$ cat config.mk
export PLATFORM = sky130hd
export DESIGN_NAME = rf_param_dump
export DESIGN_NICKNAME = d
export VERILOG_FILES = /design/src/rtl/rf_param_dump.sv
export SDC_FILE = /design/constraint.sdc
export NUM_CORES = 1
export LEC_CHECK = 0
export BUFFER_PORTS_ARGS = -buffer_cell sky130_fd_sc_hd__buf_2
export CAP_MARGIN = 20
export CORE_AREA = 2 2 175 177
export CTS_BUF_LIST = sky130_fd_sc_hd__clkbuf_8 sky130_fd_sc_hd__clkbuf_16
export DETAILED_ROUTE_END_ITERATION = 12
export DIE_AREA = 0 0 177 179
export GPL_TIMING_DRIVEN = 1
export MAX_ROUTING_LAYER = met4
export PLACE_DENSITY = 0.81
export SYNTH_ARGS = -nofsm -noshare
export SYNTH_HDL_FRONTEND = slang
export SYNTH_SLANG_ARGS = --single-unit
$ cat constraint.sdc
create_clock -name clk -period 2.42 [get_ports clk]
set_input_delay 0 -clock clk [delete_from_list [all_inputs] [get_ports clk]]
set_output_delay 0 -clock clk [all_outputs]
set_load 0.02 [all_outputs]
$ cat src/rtl/rf_param_dump.sv
// DEPTH x DATA_W register file with two registered read ports, one write port, and a halt-time dump engine.
// Define RF_BYPASS_EN for write-through forwarding on the read ports (dump path is never bypassed).
module rf_param_dump #(
    parameter int DATA_W   = 16,
    parameter int ADDR_W   = 4,
    parameter int ZERO_REG = 1
) (
    input  logic              clk,
    input  logic              rst_n,
    input  logic [ADDR_W-1:0] p0_addr,
    input  logic [ADDR_W-1:0] p1_addr,
    input  logic              re0,
    input  logic              re1,
    output logic [DATA_W-1:0] p0,
    output logic [DATA_W-1:0] p1,
    input  logic [ADDR_W-1:0] dst_addr,
    input  logic [DATA_W-1:0] dst,
    input  logic              we,
    input  logic              dump_req,
    output logic              dump_busy,
    output logic              dump_vld,
    output logic [ADDR_W-1:0] dump_addr,
    output logic [DATA_W-1:0] dump_data,
    output logic              dump_done
);
    localparam int DEPTH = 2 ** ADDR_W;
    localparam logic [ADDR_W-1:0] START = (ZERO_REG != 0) ? ADDR_W'(1) : '0;
    localparam logic [ADDR_W-1:0] LAST  = ADDR_W'(DEPTH - 1);

    typedef enum logic [1:0] {IDLE, SCAN, DONE} state_t;

    state_t            state, state_nxt;
    logic [DATA_W-1:0] mem [DEPTH];
    logic [ADDR_W-1:0] idx;
    logic [DATA_W-1:0] rd0, rd1, dump_rd;
    logic              we_eff;

    assign we_eff = we && !((ZERO_REG != 0) && (dst_addr == '0));

    // NOTE: every entry is reset explicitly, so the array is built from flops and clears with rst_n.
    always_ff @(posedge clk or negedge rst_n) begin
        if (!rst_n) begin
            for (int i = 0; i < DEPTH; i++) mem[i] <= '0;
        end else if (we_eff) begin
            // NOTE: non-blocking assignment keeps reads and the dump on the pre-write value this edge.
            mem[dst_addr] <= dst;
        end
    end

    // NOTE: every variable gets a default first so no path through this block infers a latch.
    always_comb begin
        rd0     = mem[p0_addr];
        rd1     = mem[p1_addr];
        dump_rd = mem[idx];
`ifdef RF_BYPASS_EN
        if (we_eff && (p0_addr == dst_addr)) rd0 = dst;
        if (we_eff && (p1_addr == dst_addr)) rd1 = dst;
`endif
        if ((ZERO_REG != 0) && (p0_addr == '0)) rd0 = '0;
        if ((ZERO_REG != 0) && (p1_addr == '0)) rd1 = '0;
        if ((ZERO_REG != 0) && (idx == '0))     dump_rd = '0;
    end

    always_ff @(posedge clk or negedge rst_n) begin
        if (!rst_n) begin
            p0 <= '0;
            p1 <= '0;
        end else begin
            if (re0) p0 <= rd0;
            if (re1) p1 <= rd1;
        end
    end

    // Dump FSM: state register
    always_ff @(posedge clk or negedge rst_n) begin
        if (!rst_n) state <= IDLE;
        else        state <= state_nxt;
    end

    // Dump FSM: next state
    always_comb begin
        state_nxt = state;
        unique case (state)
            IDLE:    if (dump_req) state_nxt = SCAN;
            SCAN:    if (idx == LAST) state_nxt = DONE;
            DONE:    state_nxt = IDLE;
            default: state_nxt = IDLE;
        endcase
    end

    // Dump FSM: outputs
    always_comb begin
        dump_busy = (state == SCAN) || (state == DONE);
    end

    // Registered dump stream; addr/data hold their last value once the scan ends.
    always_ff @(posedge clk or negedge rst_n) begin
        if (!rst_n) begin
            idx       <= '0;
            dump_vld  <= 1'b0;
            dump_done <= 1'b0;
            dump_addr <= '0;
            dump_data <= '0;
        end else begin
            unique case (state)
                IDLE: begin
                    dump_vld  <= 1'b0;
                    dump_done <= 1'b0;
                    if (dump_req) idx <= START;
                end
                SCAN: begin
                    dump_vld  <= 1'b1;
                    dump_addr <= idx;
                    dump_data <= dump_rd;
                    idx       <= idx + ADDR_W'(1);
                end
                DONE: begin
                    dump_vld  <= 1'b0;
                    dump_done <= 1'b1;
                end
                default: begin
                    dump_vld  <= 1'b0;
                    dump_done <= 1'b0;
                end
            endcase
        end
    end
endmodule

Word-level counts from Yosys, hierarchy flattened --
Index checks and enable logic that the tools add are counted.
Word-level totals: flip-flop bits (word level) 316, output and inout bits 55
Cells by class: add/sub/neg operators 1, order comparisons 5, equality and inequality tests 5, mux-type cells 22, bitwise gates (word level) 4, reduce and logical (&&, ||, !) cells 12
Operator list (number):
- $bwmux 256 | 1
- $bmux 16 s4 | 3
- $mux 16 | 10
- $demux 16 s4 | 1
- $ge 5x5->1 const B | 4
- $not 4->5 | 4
- $logic_not 4->1 | 4
- $pmux 4 s2 | 1
- $lt 5x1->1 const B | 1
- $add 4x1->4 const B | 1
- $eq 4x4->1 const B | 1
- $mux 2 | 2
- $mux 4 | 1
- $ne 2x2->1 const B | 2
- $pmux 2 s2 | 1
- $reduce_and 2->1 | 2
- $eq 2x1->1 const B | 1
- $eq 2x2->1 const B | 1
- $logic_and 1x1->1 | 2
- $logic_not 2->1 | 1
- $pmux 1 s2 | 1
- $reduce_bool 2->1 | 1
- $logic_not 1->1 | 1
- $logic_or 1x1->1 | 1
- $mux 1 | 1

Longest topological paths before layout --
Gate-level depths: netlist of the first run.
depth in word-level cells 6, mapped depth 10, mapped depth without buffers 6

Worst setup path after synthesis of the first run --
OpenSTA, ideal clock, no wires.
path kind reg-to-reg, start point register idx[0], end point register dump_data[10], setup time 0.065 ns, arrival time 2.046 ns, required time 2.355 ns, slack 0.310 ns, stages on the path, launching flop included 11, buffers on the path 5, clock period less this slack 2.110 ns, path through dfrtp_1 -> buf_2 -> buf_4 -> buf_2 -> buf_2 -> inv_1 -> ha_1 -> a211o_1 -> buf_2 -> nor2_1 -> a211o_1
On the way: cells in the longest elaborated chain, start to end 5, elaborated cells between the ends (all ways) 6
Ends and longest elaborated chain:
- from (decl) | line 34 | logic [ADDR_W-1:0] idx;
- from (signal assigned) | line 115 | idx <= idx + ADDR_W'(1);
- $not 4->5 (not written as such) | line 54 | dump_rd = mem[idx];
- $bmux 16 s4 | line 54
- $mux 16 (not written as such) (2 in a row) | line 54
- $mux 16 (*) | line 61 | if ((ZERO_REG != 0) && (idx == '0)) dump_rd = '0;
- to (signal assigned) | line 114 | dump_data <= dump_rd;
- to (decl) | line 23 | output logic [DATA_W-1:0] dump_data,
Every way passes the cells marked *; elsewhere a longest branch is shown, timed or not. The select of a mux whose other input is x is not followed. A chain may end at the register's enable or synchronous reset.

Worst setup path in the final report of the first run --
start point register idx[0], end point register dump_data[0]
The elaborated chain is that of the path after synthesis.

==> flow_summary.ini, run 1 <==
[timing]
whs_ns = 0.0345
skew_ns = 0.0182
min_period_ns = 2.18
timing.slew.headroom_pct = 29.1
hold_violations = 0
timing.final.ws_setup_ns = 0.238
max_freq_ghz = 0.458
tightest_slew_ns = 1.06
grt_setup_unrepaired = false
setup_viol = 0
setup_tns_ns = 0
final_max_slew_viol_count = 0
fin_crit_sh_pct = 90.2

[cells_and_area]
drive_above_1_share_pct = 44.8
nets = 1512
layout_common_cells = mux2_2, dfrtp_1, mux4_2, nor2b_1, buf_2
layout.cells.non_filler = 1886
final_common_cell = mux2_2
design_area_mm2 = 0.0205
area_delta_synth_final_pct = 11.7

[floorplan]
start_util_pct = 61.0
io_pins = 89
core-area_mm2 = 0.0300
die_area_mm2 = 0.0317
die_h_um = 179
fp-row-count = 64
dieWidth_um = 177

[synth]
ys_seq_area_share_pct = 43.2
syn_avg_cell_area_um2 = 13.1
syn-num-nets = 1438
ys_types = 46
syn_inst = 1399
ys_seq_elements = 316
syn_area_mm2 = 0.0183
yosys_warnings = 0

[global_routing]
grt_overflow = 0
first_global_vias = 13462
grt_start_max_net_pins = 73
track_usage_pct = 36.4
grt_pass1_wl_mm = 83.5
antenna_found_initial = 1

[clocking]
cts_max_path_buffers = 3
cts-root-buf = clkbuf_16
cts_tree = done
cts_buffers = 35
cts_resized = 0
clk_latency_ns = 0.52
clk_pin_slew_ns = 0.06
clock_sinks = 316
htree_num_levels = 2

[power_and_ir_drop]
clock_power_share_pct = 25.6
power_density_mw_per_mm2 = 940
p_leak_nw = 8.81
p_sw_share_pct = 34.1
intPower_mw = 12.7
peakVddDrop_v = 0.000641
power.share.sequential_pct = 40.1
switchingPower_mw = 6.56
share_comb_of_total_power_pct = 34.3

[place]
placed_cells = 1812
placed_cell_area_mm2 = 0.0192
gp_congestion = 0.958
dp_hpwl_mm = 35.0
io_buffers = 88
dp_slack_ns = 0.320

[critical_path]
crit_path_start_kind = flop
critPathRequiredTime_ns = 2.83
endpoint_kind = flop
path_class = flop to flop
worst-path-max-fanout = 16
cp_data_arrival_time_ns = 2.59

[route]
vias = 13474
ant_nets = 0
dr.pass1.iters = 6
routedWlPerCell_um = 29.0
wl_mm = 54.8
first_iter_violations = 1518
drc = 0
vias_per_cell = 7.14

[flow_run]
max-cap-violations = 0

[min_path]
hp-class = input pin to async pin

[run_status]
outcome = completed
-- worst max-delay path: stages (launching register included) --
cell,delay (ns)
dfrtp_4,0.51
inv_1,0.11
ha_1,0.15
a211o_1,0.83
nor2_1,0.15
a211o_1,0.31
-- cells by family after synthesis --
logic type      share of synthesized area, %
fa+ha+maj                              0.342
flops                                   43.2
buf+inv                                 5.00
compound gates                          8.69
simple gates                            6.95
mux                                     35.8
-- flip-flops by register name, summed over array words and instances (netlist names) --
name       flops
dump_vld       1
mem          256
dump_addr      4
dump_done      1
state          2
p0            16
dump_data     16
p1            16
idx            4
-- through the flow --
stage	utilization, %	total power [mW]
floorplan	-	12.2
global placement	64.1	13.9
detailed placement	64.1	14.2
CTS	68.2	19.2
global route	68.2	20.0
finish	68.2	19.2
-- power by group through the flow --
stage | Sequential, mW | Clock (mW) | Combinational, mW
detailed placement | 7.74 | 0 | 6.45
finish | 7.71 | 4.92 | 6.61
floorplan | 7.56 | 0 | 4.64
CTS | 7.67 | 4.96 | 6.52
global placement | 7.66 | 0 | 6.22
global route | 7.87 | 5.15 | 7.00
-- final cells by class --
cell class | count | area [µm²]
Antenna cell | 1 | 2.50
Clock buffer | 38 | 917
Clock inverter | 15 | 103
Fill cell | 2073 | 9560
Inverter | 39 | 146
Multi-Input combinational cell | 897 | 9500
Sequential cell | 316 | 7910
Tap cell | 396 | 495
Timing Repair Buffer | 184 | 1390
-- final timing paths --
check | startpoint | end | slack (ns) | cells after the start
worst max-delay path | idx[0] | dump_data[0] | 0.24 | 5
worst min-delay path | rst_n | mem[205] | 0.03 | 2
worst max register to register | idx[0] | dump_data[0] | 0.24 | 5
worst min register to register | mem[254] | mem[254] | 0.37 | 0
max in group asynchronous | rst_n | mem[212] | 1.57 | 3
min in group clk | dst_addr[3] | mem[33] | 0.05 | 4
-- synthesized netlist by cell type (all sizes together) --
master	n	share of area, %
mux2	337	21
dfrtp	316	43
mux4	98	12
nor2b	96	3.3
buf	83	2.9
clkbuf	64	1.3
mux2i	50	2.7
a2111oi	46	2.2
a211oi	46	1.9
o22ai	46	1.6
inv	38	0.78
o221ai	31	1.5
or4	30	1.2
nor2	27	0.64
a211o	17	0.81
nor4	16	0.55
nand2b	11	0.38
nand2	9	0.18
a21oi	5	0.14
ha	5	0.34
nand3	4	0.14
nand3b	4	0.34
o21ai	4	0.11
or3	3	0.10
a22o	2	0.096
nor3	2	0.055
a21o	1	0.041
a221o	1	0.055
a32o	1	0.055
a32oi	1	0.048
clkinv	1	0.020
nor3b	1	0.068
o211ai	1	0.041
o311ai	1	0.089
o31ai	1	0.068
-- repair_timing --
action	CTS	global route
hold buffers	20	0
endpoints found under the hold margin	555	0
buffers inserted	0	0
-- metal layers --
| metal | vias up | part of all wire [%] | routed length, µm | GRT usage, % |
|---|---|---|---|---|
| met5 | - | 0 | 0 | - |
| met2 | 781 | 46 | 25300 | 54.4 |
| met4 | 0 | 5.5 | 2990 | 16.4 |
| met1 | 6903 | 39 | 21300 | 48.1 |
| li1 | 5549 | - | - | - |
| met3 | 241 | 9.5 | 5220 | 7.89 |
Power figures use the tool's default switching activity.
==> run 2: changes to the inputs <==
BUFFER_PORTS_ARGS = default   (was -buffer_cell sky130_fd_sc_hd__buf_2)
CORE_AREA = 2 2 171 173   (was 2 2 175 177)
DIE_AREA = 0 0 173 175   (was 0 0 177 179)
DONT_BUFFER_PORTS = 1   (was default)
PLACE_DENSITY = 0.82   (was 0.81)
==> run 2 against run 1 <==
Compared with the run above:
- the flow now finishes with violations (hold timing)
- global-route usage rose by 3.8 points
- clock skew fell by 0.0016 ns
- routed wire length rose by 6.0%
- critical endpoint is now p0[3]
- largest cell class unchanged
- largest power group unchanged
- highest routed layer unchanged
==> flow_summary.ini, run 2 (synthesized netlist as in run 1, its figures left out) <==
[run_status]
outcome = finished, violations left
violations = hold timing

[global_routing]
antenna_found_initial = 0
grt_start_max_net_pins = 317
grt_pass1_wl_mm = 87.8
grt_overflow = 0
track_usage_pct = 40.2
first_global_vias = 13800

[floorplan]
die_area_mm2 = 0.0303
die_h_um = 175
start_util_pct = 64.5
fp-row-count = 62
io_pins = 89
core-area_mm2 = 0.0284
dieWidth_um = 173

[cells_and_area]
design_area_mm2 = 0.0201
layout_common_cells = mux2_2, dfrtp_1, mux4_2, nor2b_1, mux2i_1
drive_above_1_share_pct = 39.8
layout.cells.non_filler = 1795
top_register = mem
antenna_cells = 0
regArea_mm2 = 0.00791
final_util_pct = 70.9
largest_reg_flops = 256
multi_input_area_mm2 = 0.00950
final_common_cell = mux2_2
area_delta_synth_final_pct = 9.87
nets = 1430
n_fill_cell = 1882

[place]
gp_congestion = 0.891
dp_slack_ns = 0.306
placed_cell_area_mm2 = 0.0185
dp_hpwl_mm = 32.1
io_buffers = 0
placed_cells = 1688

[timing]
final_max_slew_viol_count = 0
max_freq_ghz = 0.447
tightest_slew_ns = 1.17
hold_violations = 317
skew_ns = 0.0166
whs_ns = -0.818
timing.final.ws_setup_ns = 0.183
fin_crit_sh_pct = 92.4
min_period_ns = 2.24
setup_tns_ns = 0
timing.slew.headroom_pct = 21.9
grt_setup_unrepaired = false
setup_viol = 0

[critical_path]
crit_chain = dlygate4sd3_1 > buf_12 > nand2_1 > buf_4 > o22ai_1 > or4_1 > o221ai_1 > dlygate4sd3_1
critPathRequiredTime_ns = 2.88
cp_data_arrival_time_ns = 2.70
path_class = input pin to flop
cp_common_cell = dlygate4sd3_1
worst-path-max-fanout = 31
cp_slowest_cell = dlygate4sd3_1
endpoint_kind = flop
crit_path_start_kind = input pin
cp_slowest_stage_delay_ns = 0.71

[clocking]
clk_latency_ns = 0.52
clock_sinks = 316
cts_setup_buffers = 0
cts-root-buf = clkbuf_16
cts_tree = done
clk_pin_slew_ns = 0.06
cts_buffers = 35
cts_max_path_buffers = 3
htree_num_levels = 2

[power_and_ir_drop]
power_density_mw_per_mm2 = 957
finalPower_mw = 19.3
p_leak_nw = 8.48
peakVddDrop_v = 0.000533

[route]
vias = 13576
vias_per_cell = 7.56
drc = 0
ant_nets = 0
routedWlPerCell_um = 32.4
wl_mm = 58.1
first_iter_violations = 1843
dr.pass1.iters = 5

[flow_run]
max-cap-violations = 0

[min_path]
hp-class = input pin to async pin
==> run 2: cell count changes in the layout (fill, tap and decap cells not counted), sizes merged, moves of 2 or more <==
cell and change:
clkbuf +2, buf -105, dlygate4sd3 +22, clkinv -3, inv +5
==> run 2: cell type report <==
| cell class | count | area share [%] |
|---|---|---|
| Clock inverter | 17 | 0.640 |
| Timing Repair Buffer | 102 | 5.01 |
| Clock buffer | 40 | 4.69 |
| Inverter | 39 | 0.727 |
| Tap cell | 384 | 2.39 |
| Sequential cell | 316 | 39.3 |
| Multi-Input combinational cell | 897 | 47.2 |
==> run 2: path summary, 6_finish.rpt <==
path | startpoint | to | slack, ns | cells past startpoint
max in group asynchronous | rst_n | mem[229] | 2.68 | 0
setup reg to reg | idx[0] | dump_data[9] | 0.24 | 5
hold / removal | rst_n | mem[250] | -0.82 | 0
min in group clk | p1_addr[1] | p1[0] | -0.03 | 3
setup / recovery | p0_addr[1] | p0[3] | 0.18 | 8
hold reg to reg | mem[254] | mem[254] | 0.39 | 0
==> run 2: routing by layer <==
metal	vias up	part of all wire (%)	track usage, %	wire, µm
li1	5390	-	-	-
met1	6784	36	50.2	20700
met2	1073	44	58.0	25500
met3	329	13	12.1	7600
met4	0	7.3	24.3	4240
met5	-	0	-	0
==> run 2: report_power, final <==
group	internal [mW]	switching [mW]	total (mW)
sequential	6.50	1.72	8.22
combinational	3.31	2.60	5.91
clock	2.98	2.15	5.13
==> run 2: timing repair <==
item                       in CTS  in global routing
gates resized for setup         0                  1
hold buffers                   51                  1
hold endpoints to repair      594                317
setup endpoints to repair       0                  3
==> run 2: critical path: cells and delay by family <==
kind,cells,cell delay (ns)
AO/OA/AOI/OAI,2,0.20
AND/OR/NAND/NOR,2,0.63
buffers and inverters,4,1.83
